## config.mk

```make
export PLATFORM = sky130hd
export DESIGN_NAME = udm_seq_mult
export DESIGN_NICKNAME = d
export VERILOG_FILES = /design/src/rtl/udm_seq_mult.sv
export SDC_FILE = /design/constraint.sdc
export NUM_CORES = 1
export LEC_CHECK = 0
export BUFFER_PORTS_ARGS = -buffer_cell sky130_fd_sc_hd__buf_2
export CAP_MARGIN = 25
export CORE_ASPECT_RATIO = 1.25
export CORE_MARGIN = 10
export CORE_UTILIZATION = 25
export DETAILED_ROUTE_END_ITERATION = 8
export PLACE_DENSITY = 0.42
export SLEW_MARGIN = 20
export SYNTH_ARGS = -nofsm -noshare
export SYNTH_HDL_FRONTEND = slang
export SYNTH_SLANG_ARGS = --single-unit
```

## constraint.sdc

```tcl
create_clock -name clk -period 8.44 [get_ports clk]
set_input_delay 0.422 -clock clk [delete_from_list [all_inputs] [get_ports clk]]
set_output_delay 0.422 -clock clk [all_outputs]
set_load 0.01 [all_outputs]
```

## src/rtl/udm_seq_mult.sv

```systemverilog
// Iterative unsigned W x W multiplier built from 2x2 under-designed digit blocks.
// One 2-bit digit row of the multiplier is folded into the accumulator per cycle.
module udm_seq_mult #(
    parameter int W        = 8,
    parameter int LSB_ZONE = 4
) (
    input  logic             clk,
    input  logic             rst_n,
    input  logic             in_valid,
    output logic             in_ready,
    input  logic [W-1:0]     in1,
    input  logic [W-1:0]     in2,
    input  logic [1:0]       mode,
    output logic             out_valid,
    input  logic             out_ready,
    output logic [2*W-1:0]   res,
    output logic             approx_hit
);

    localparam int ROWS  = W / 2;
    localparam int ROW_W = (ROWS > 1) ? $clog2(ROWS) : 1;
    localparam logic [ROW_W-1:0] ROW_LAST = ROW_W'(ROWS - 1);

    typedef enum logic [1:0] {
        ST_IDLE = 2'd0,
        ST_CALC = 2'd1,
        ST_DONE = 2'd2
    } state_t;

    state_t               state_r;
    logic [W-1:0]         a_r;
    logic [W-1:0]         b_r;
    logic [1:0]           mode_r;
    logic [ROW_W-1:0]     row_r;
    logic [2*W-1:0]       res_r;
    logic                 hit_r;
    logic                 in_ready_r;
    logic                 out_valid_r;

    logic [2*W-1:0]       row_term_s;
    logic [2*W-1:0]       part_s;
    logic                 row_hit_s;
    logic                 approx_s;
    logic [1:0]           digit_a_s;

    // The 3x3 case is the only entry of the 2x2 table that the approximate block gets wrong.
    function automatic logic [3:0] udm_2x2(input logic [1:0] a, input logic [1:0] b,
                                           input logic approx);
        if (approx && (a == 2'b11) && (b == 2'b11)) begin
            udm_2x2 = 4'd7;
        end else begin
            udm_2x2 = {2'b00, a} * {2'b00, b};
        end
    endfunction

    // Row term for the current multiplier digit (b_r is shifted so the digit is always in [1:0]).
    always_comb begin
        row_term_s = '0;
        row_hit_s  = 1'b0;
        part_s     = '0;
        approx_s   = 1'b0;
        digit_a_s  = 2'b00;
        for (int i = 0; i < ROWS; i++) begin
            digit_a_s = a_r[2*i +: 2];
            approx_s  = (mode_r == 2'd1) ||
                        ((mode_r == 2'd2) && ((i + int'(row_r)) < LSB_ZONE));
            if (approx_s && (digit_a_s == 2'b11) && (b_r[1:0] == 2'b11)) begin
                row_hit_s = 1'b1;
            end else begin
                row_hit_s = row_hit_s;
            end
            part_s      = '0;
            part_s[3:0] = udm_2x2(digit_a_s, b_r[1:0], approx_s);
            row_term_s  = row_term_s + (part_s << (2 * i));
        end
    end

    // Handshake FSM, operand capture and row accumulation.
    always_ff @(posedge clk or negedge rst_n) begin
        if (!rst_n) begin
            state_r     <= ST_IDLE;
            a_r         <= '0;
            b_r         <= '0;
            mode_r      <= 2'd0;
            row_r       <= '0;
            res_r       <= '0;
            hit_r       <= 1'b0;
            in_ready_r  <= 1'b1;
            out_valid_r <= 1'b0;
        end else begin
            case (state_r)
                ST_IDLE: begin
                    if (in_valid) begin
                        a_r        <= in1;
                        b_r        <= in2;
                        mode_r     <= mode;
                        row_r      <= '0;
                        res_r      <= '0;
                        hit_r      <= 1'b0;
                        in_ready_r <= 1'b0;
                        state_r    <= ST_CALC;
                    end else begin
                        state_r    <= ST_IDLE;
                    end
                end
                ST_CALC: begin
                    res_r <= res_r + (row_term_s << {row_r, 1'b0});
                    hit_r <= hit_r | row_hit_s;
                    b_r   <= b_r >> 2;
                    if (row_r == ROW_LAST) begin
                        row_r       <= '0;
                        out_valid_r <= 1'b1;
                        state_r     <= ST_DONE;
                    end else begin
                        row_r       <= row_r + ROW_W'(1);
                    end
                end
                ST_DONE: begin
                    // Results are held after the handshake; only the valid flag drops.
                    if (out_ready) begin
                        out_valid_r <= 1'b0;
                        in_ready_r  <= 1'b1;
                        state_r     <= ST_IDLE;
                    end else begin
                        state_r     <= ST_DONE;
                    end
                end
                default: begin
                    out_valid_r <= 1'b0;
                    in_ready_r  <= 1'b1;
                    state_r     <= ST_IDLE;
                end
            endcase
        end
    end

    assign in_ready   = in_ready_r;
    assign out_valid  = out_valid_r;
    assign res        = res_r;
    assign approx_hit = hit_r;

endmodule

```

# --- Word-level counts from Yosys, hierarchy flattened ---
# Cells that the tools add are included.
word_totals:
  regBits: 41
  elab_cells: 90
  output_inout_bits: 19
classes:
  mul: 4
  add_sub_neg: 8
  bitwise_logic: 3
  eq_ne: 13
  n_mux: 26
  n_shift: 1
  reduce_logical: 22
  n_lt_le_gt_ge: 4
ops:
  columns: ["cell", "count"]
  rows:
  - ["$pmux 16 s2", 1]
  - ["$add 16x16->16", 1]
  - ["$eq 2x2->1 const B", 8]
  - ["$mul 2x2->4", 4]
  - ["$mux 16", 1]
  - ["$mux 4", 4]
  - ["$pmux 8 s2", 1]
  - ["$shl 11x3->16", 1]
  - ["$logic_and 1x1->1", 12]
  - ["$add 9x10->11", 1]
  - ["$add 7x8->9", 1]
  - ["$lt 3x3->1 const B", 3]
  - ["$mux 1", 9]
  - ["$mux 2", 4]
  - ["$mux 8", 1]
  - ["$add 4x6->7", 1]
  - ["$add 2x2->3 const A", 2]
  - ["$ne 2x2->1 const B", 3]
  - ["$pmux 1 s3", 2]
  - ["$pmux 2 s3", 1]
  - ["$reduce_and 3->1", 2]
  - ["$eq 2x1->1 const B", 2]
  - ["$logic_or 1x1->1", 4]
  - ["$pmux 2 s2", 1]
  - ["9 further kinds", 11]

# --- Depth between registers and ports, before layout ---
logic_depth:
  word_depth: 13
  mapped_depth: 22

# --- Worst setup path before layout ---
# OpenSTA, ideal clock, no wires.
synth_timing:
  kind: "flip-flop to flip-flop"
  start: "reg b_r[0]"
  end: "reg res_r[15], in the netlist res[15]"
  arrival_ns: 4.427
  path_buffers: 0
  setup_slack_ns: 3.933
  synth_period_minus_slack_ns: 4.507
  path_stages_with_launch: 21
  cell_sequence: "dfrtp_1 and2_2 ha_1 ha_1 nand2b_1 ha_1 inv_1 fa_1 nor2b_1 o21ai_0 nand2b_1 a31oi_1 mux2i_1 a22o_1 mux2_2 ha_1 a211o_1 o211ai_4 a21boi_0 or4b_1 o211ai_2"
synth_via:
  elab_chain_cells: 9
  word_cells_on_any_way: 19
  cone_classes: "add/sub (4); mul (4); eq/ne (1); shift (1); mux (5); reduce/logical (4)"
synth_lines:
  columns: ["item", "line", "text"]
  rows:
  - ["start: declaration", "32", "logic [W-1:0] b_r;"]
  - ["start signal: assignment", "95", "b_r <= in2;"]
  - ["start signal: assignment", "109", "b_r <= b_r >> 2;"]
  - ["parallel branches: the longest is 5 deep, another holds $add 7x8->9", null, null]
  - ["$add 9x10->11 (*)", "74", "row_term_s = row_term_s + (part_s << (2 * i));"]
  - ["$shl 11x3->16 (*)", "107", "res_r <= res_r + (row_term_s << {row_r, 1'b0});"]
  - ["$add 16x16->16 (*)", "107", null]
  - ["$pmux 16 s2 (*)", "91", "case (state_r)"]
  - ["end signal: assignment", "107", null]
  - ["end: declaration", "35", "logic [2*W-1:0] res_r;"]
# Mark *: on every way between the ends.
# A chain may end at the register's enable or synchronous reset.

# --- Worst setup path in the final report ---
layout_timing:
  start: "reg row_r[1]"
  end: "reg res_r[14], in the netlist res[14]"
layout_via:
  elab_chain_cells: 13
  word_cells_on_any_way: 33
  cone_classes: "add/sub (7); order compare (4); shift (1); mux (5); reduce/logical (16)"
layout_lines:
  columns: ["item", "line", "text"]
  rows:
  - ["start: declaration", "34", "logic [ROW_W-1:0] row_r;"]
  - ["start signal: assignment", "115", "row_r <= row_r + ROW_W'(1);"]
  - ["$add 1x2->3", "66", "((mode_r == 2'd2) && ((i + int'(row_r)) < LSB_ZONE));"]
  - ["$lt 3x3->1", "66", null]
  - ["$logic_and 1x1->1", "66", null]
  - ["$logic_or 1x1->1", "65", "approx_s = (mode_r == 2'd1) ||"]
  - ["$logic_and 1x1->1 (2 in a row)", "49", "if (approx && (a == 2'b11) && (b == 2'b11)) begin"]
  - ["$mux 4", "49", null]
  - ["$add 4x6->7", "74", null]
  - ["$add 7x8->9", "74", null]
  - ["$add 9x10->11", "74", null]
  - ["$shl 11x3->16 (*)", "107", null]
  - ["$add 16x16->16 (*)", "107", null]
  - ["$pmux 16 s2 (*)", "91", null]
# Every way passes the cells marked *; elsewhere a longest branch is shown, timed or not.

==> results.toml <==
[worst_setup_path]
critical_path.cell_chain = "ha_1 > nor2b_1 > o2111ai_1 > nand2b_1 > ha_1 > a211oi_1 > o21bai_1 > a21oi_1 > xnor2_1 > mux2_2 > nor2_1 > a21oi_1 > ha_1 > and3_1 > a221oi_1 > o21ai_1 > a311o_1 > o311ai_1 > mux2i_1 > nand2_1"
cp-end-kind = "register"
crit_type = "reg2reg"
max_stage_delay_ns = 0.64
arrival_ns = 5.43
cp_max_fo = 16
regToRegStartpoint = "row_r[1]$_DFFE_PN0P_"
ff2ff_path_depth = 20
start_kind = "register"
cpMaxStageDelayCell = "dfrtp_1"
critPathBufInv = 0
r2r-end = "res[14]$_DFFE_PN0P_"
crit_path_frequent_cell = "ha_1"
ff2ff_setup_slack_ns = 3.19
critPathRequiredTime_ns = 8.62
critPathTopFamily = "compound AO/OA/AOI/OAI gates"

[routing]
drtIter0Drc = 87
wl_um = 8230
wl_per_cell_um = 14.7
drt_first_pass_iters = 4
final_antenna_net_count = 0
viasPerCell = 4.67
dr_total_vias = 2614
remaining_drc_errors = 0

[floorplan]
rows = 46
ios = 41
core_mm2 = 0.0126
die_y_um = 147
start_util = 0.254
die_x_um = 121
dieArea_mm2 = 0.0178

[global_route]
overflow = 0
grt_pass1_wl_um = 14100
busiest_layer = "met2"
grt_max_degree = 42
grt.total_usage = 0.0975
grt_pass1_vias = 2726
antenna_found_initial = 0
use_met2 = 0.168
use_met1 = 0.114
met3_usage = 0.0220

[min_path]
hp-class = "in2async"

[synthesis]
ys_seq_area_frac = 0.320
synth.cell_area_mm2 = 0.00321
netlist_instances = 352
synth_seq_cells = 41
ys_async_sr_fraction = 1.00
post-synth-top-count-cell = "nand2_1"
synth_flop_cell = "dfrtp_1"
yosysWarningCount = 0
synth_top_cell_by_area = "dfrtp_1"
synth_common_cells = "nand2_1, dfrtp_1, ha_1"
yosys.cell_types.count = 53
synth_area_leaders = "dfrtp_1, ha_1, nand2_1, mux2_2, mux2i_1"
synth_top_cell_area_share = 0.312
synth_edf_count = 0
syn_nets = 409
syn_avg_cell_area_um2 = 9.11

[placement]
hpwl_um = 6450
gp_congestion = 0.779
io_buffers = 40

[timing]
finClkSkew_ns = 0.00921
tns_ns = 0
drv_slew = 0
setup_viol = 0
worst_slew_pin_slew_ns = 0.651
max_freq_mhz = 190
rsz0062_at_grt = "false"
finalCritPeriodShare = 0.623
slew-limit-headroom = 0.565
period_needed_ns = 5.25
hold_viol_final = 0

[finish]
nNetsFinal = 448
syn_to_final_growth_pct = 18.0
diodes = 0
utilization = 0.300
drive_gt1_frac = 0.202
nFillCells = 1324
multi_input_comb_area_mm2 = 0.00209
ff_latch_area_mm2 = 0.00103

[cts]
ctsHoldBuffers = 0
htreeDepth = 2
cts.clk_slew.worst_paths_ns = 0.07
cts-root-buf = "clkbuf_16"
cts_tree = "done"
clkSinkCount = 41
cts_buffer_depth = 2
postCtsSetupRepairBufs = 0
cts_buffers = 5
clkLatencyLatePin_ns = 0.29
post_cts_resized = 0

[status]
status = "finished clean"

[power_and_ir_drop]
power_density_mw_per_mm2 = 389
ir_drop_uv = 117
leakage_nw = 1.85

[flow_run]
cap_violations = 0
## layer usage
layer / vias up / part of all wire
met5: - / 0
met4: 0 / 0.017
met3: 8 / 0.033
met2: 37 / 0.52
met1: 1228 / 0.43
li1: 1341 / -
## placed cells by master, fill, tap and decap left out, drive strengths merged, types with 2 or more instances in the layout
cell type  count
a211o          2
a211oi         2
a21o           9
a21oi         21
a31oi          3
and2          21
buf           44
clkbuf         6
dfrtp         40
fa             2
ha            33
inv           12
mux2          12
mux2i         13
nand2         49
nand2b         9
nand3          4
nand4b         3
nor2          14
nor2b          4
nor3           4
nor3b          2
o2111ai        2
o211ai         2
o21a           2
o21ai         24
o21bai         3
o22ai         12
o311ai         2
o31ai          2
xnor2         11
xor2           7
## stage by stage
stage          hold WS, ns  setup slack (ns)  power (mW)  cell area (µm²)  instances
2_1_floorplan        0.126              3.93        1.03             3210        352
3_3_place_gp         0.462              3.25        1.26             3600        551
3_5_place_dp         0.467              3.19        1.27             3600        551
4_1_cts              0.327              3.13        1.50             3760        559
5_1_grt             0.0165              2.76        1.64             3780        560
6_report           0.00977              3.19        1.47             3780        560
## logic make-up after synthesis
| family | synth area share |
|---|---|
| buffers and inverters | 0.0281 |
| adders and majority gates | 0.141 |
| AOI/OAI and AO/OA | 0.190 |
| DFF | 0.320 |
| xor gates and xnor gates | 0.0492 |
| muxes | 0.0827 |
| and+or+nand+nor | 0.188 |
## where the power goes
part	leakage, nW	switching, mW	internal [mW]
Clock	0.0810	0.0864	0.140
Sequential	0.515	0.0967	0.288
Combinational	1.26	0.485	0.375
## registers in the layout, indices dropped and copies added, names as in the netlist
name / flops
in_ready: 1
out_valid: 1
mode_r: 2
b_r: 8
approx_hit: 1
row_r: 2
res: 16
a_r: 8
state_r: 2
## final cells by class
type,count,share of cell area
inverters,12,0.0119
well taps,168,0.0555
clock buffers,6,0.0340
multi-input cells,287,0.553
clock inverters,2,0.0102
flip-flops and latches,41,0.271
repair buffers,44,0.0641
## how the worst max path moves through the flow
stage | slack (ns) | endpoint | cells past startpoint | from
final | 3.19 | res[14]$_DFFE_PN0P_ | 20 | row_r[1]$_DFFE_PN0P_
after global placement | 3.25 | res[14]$_DFFE_PN0P_ | 20 | row_r[1]$_DFFE_PN0P_
after CTS | 3.13 | res[14]$_DFFE_PN0P_ | 20 | row_r[1]$_DFFE_PN0P_
after detailed placement | 3.19 | res[14]$_DFFE_PN0P_ | 20 | row_r[1]$_DFFE_PN0P_
after floorplan | 3.93 | res[15]$_DFFE_PN0P_ | 20 | b_r[0]$_DFFE_PN0P_
after global routing | 2.76 | res[14]$_DFFE_PN0P_ | 20 | row_r[1]$_DFFE_PN0P_
No activity file was read; power rests on OpenSTA's default activity.
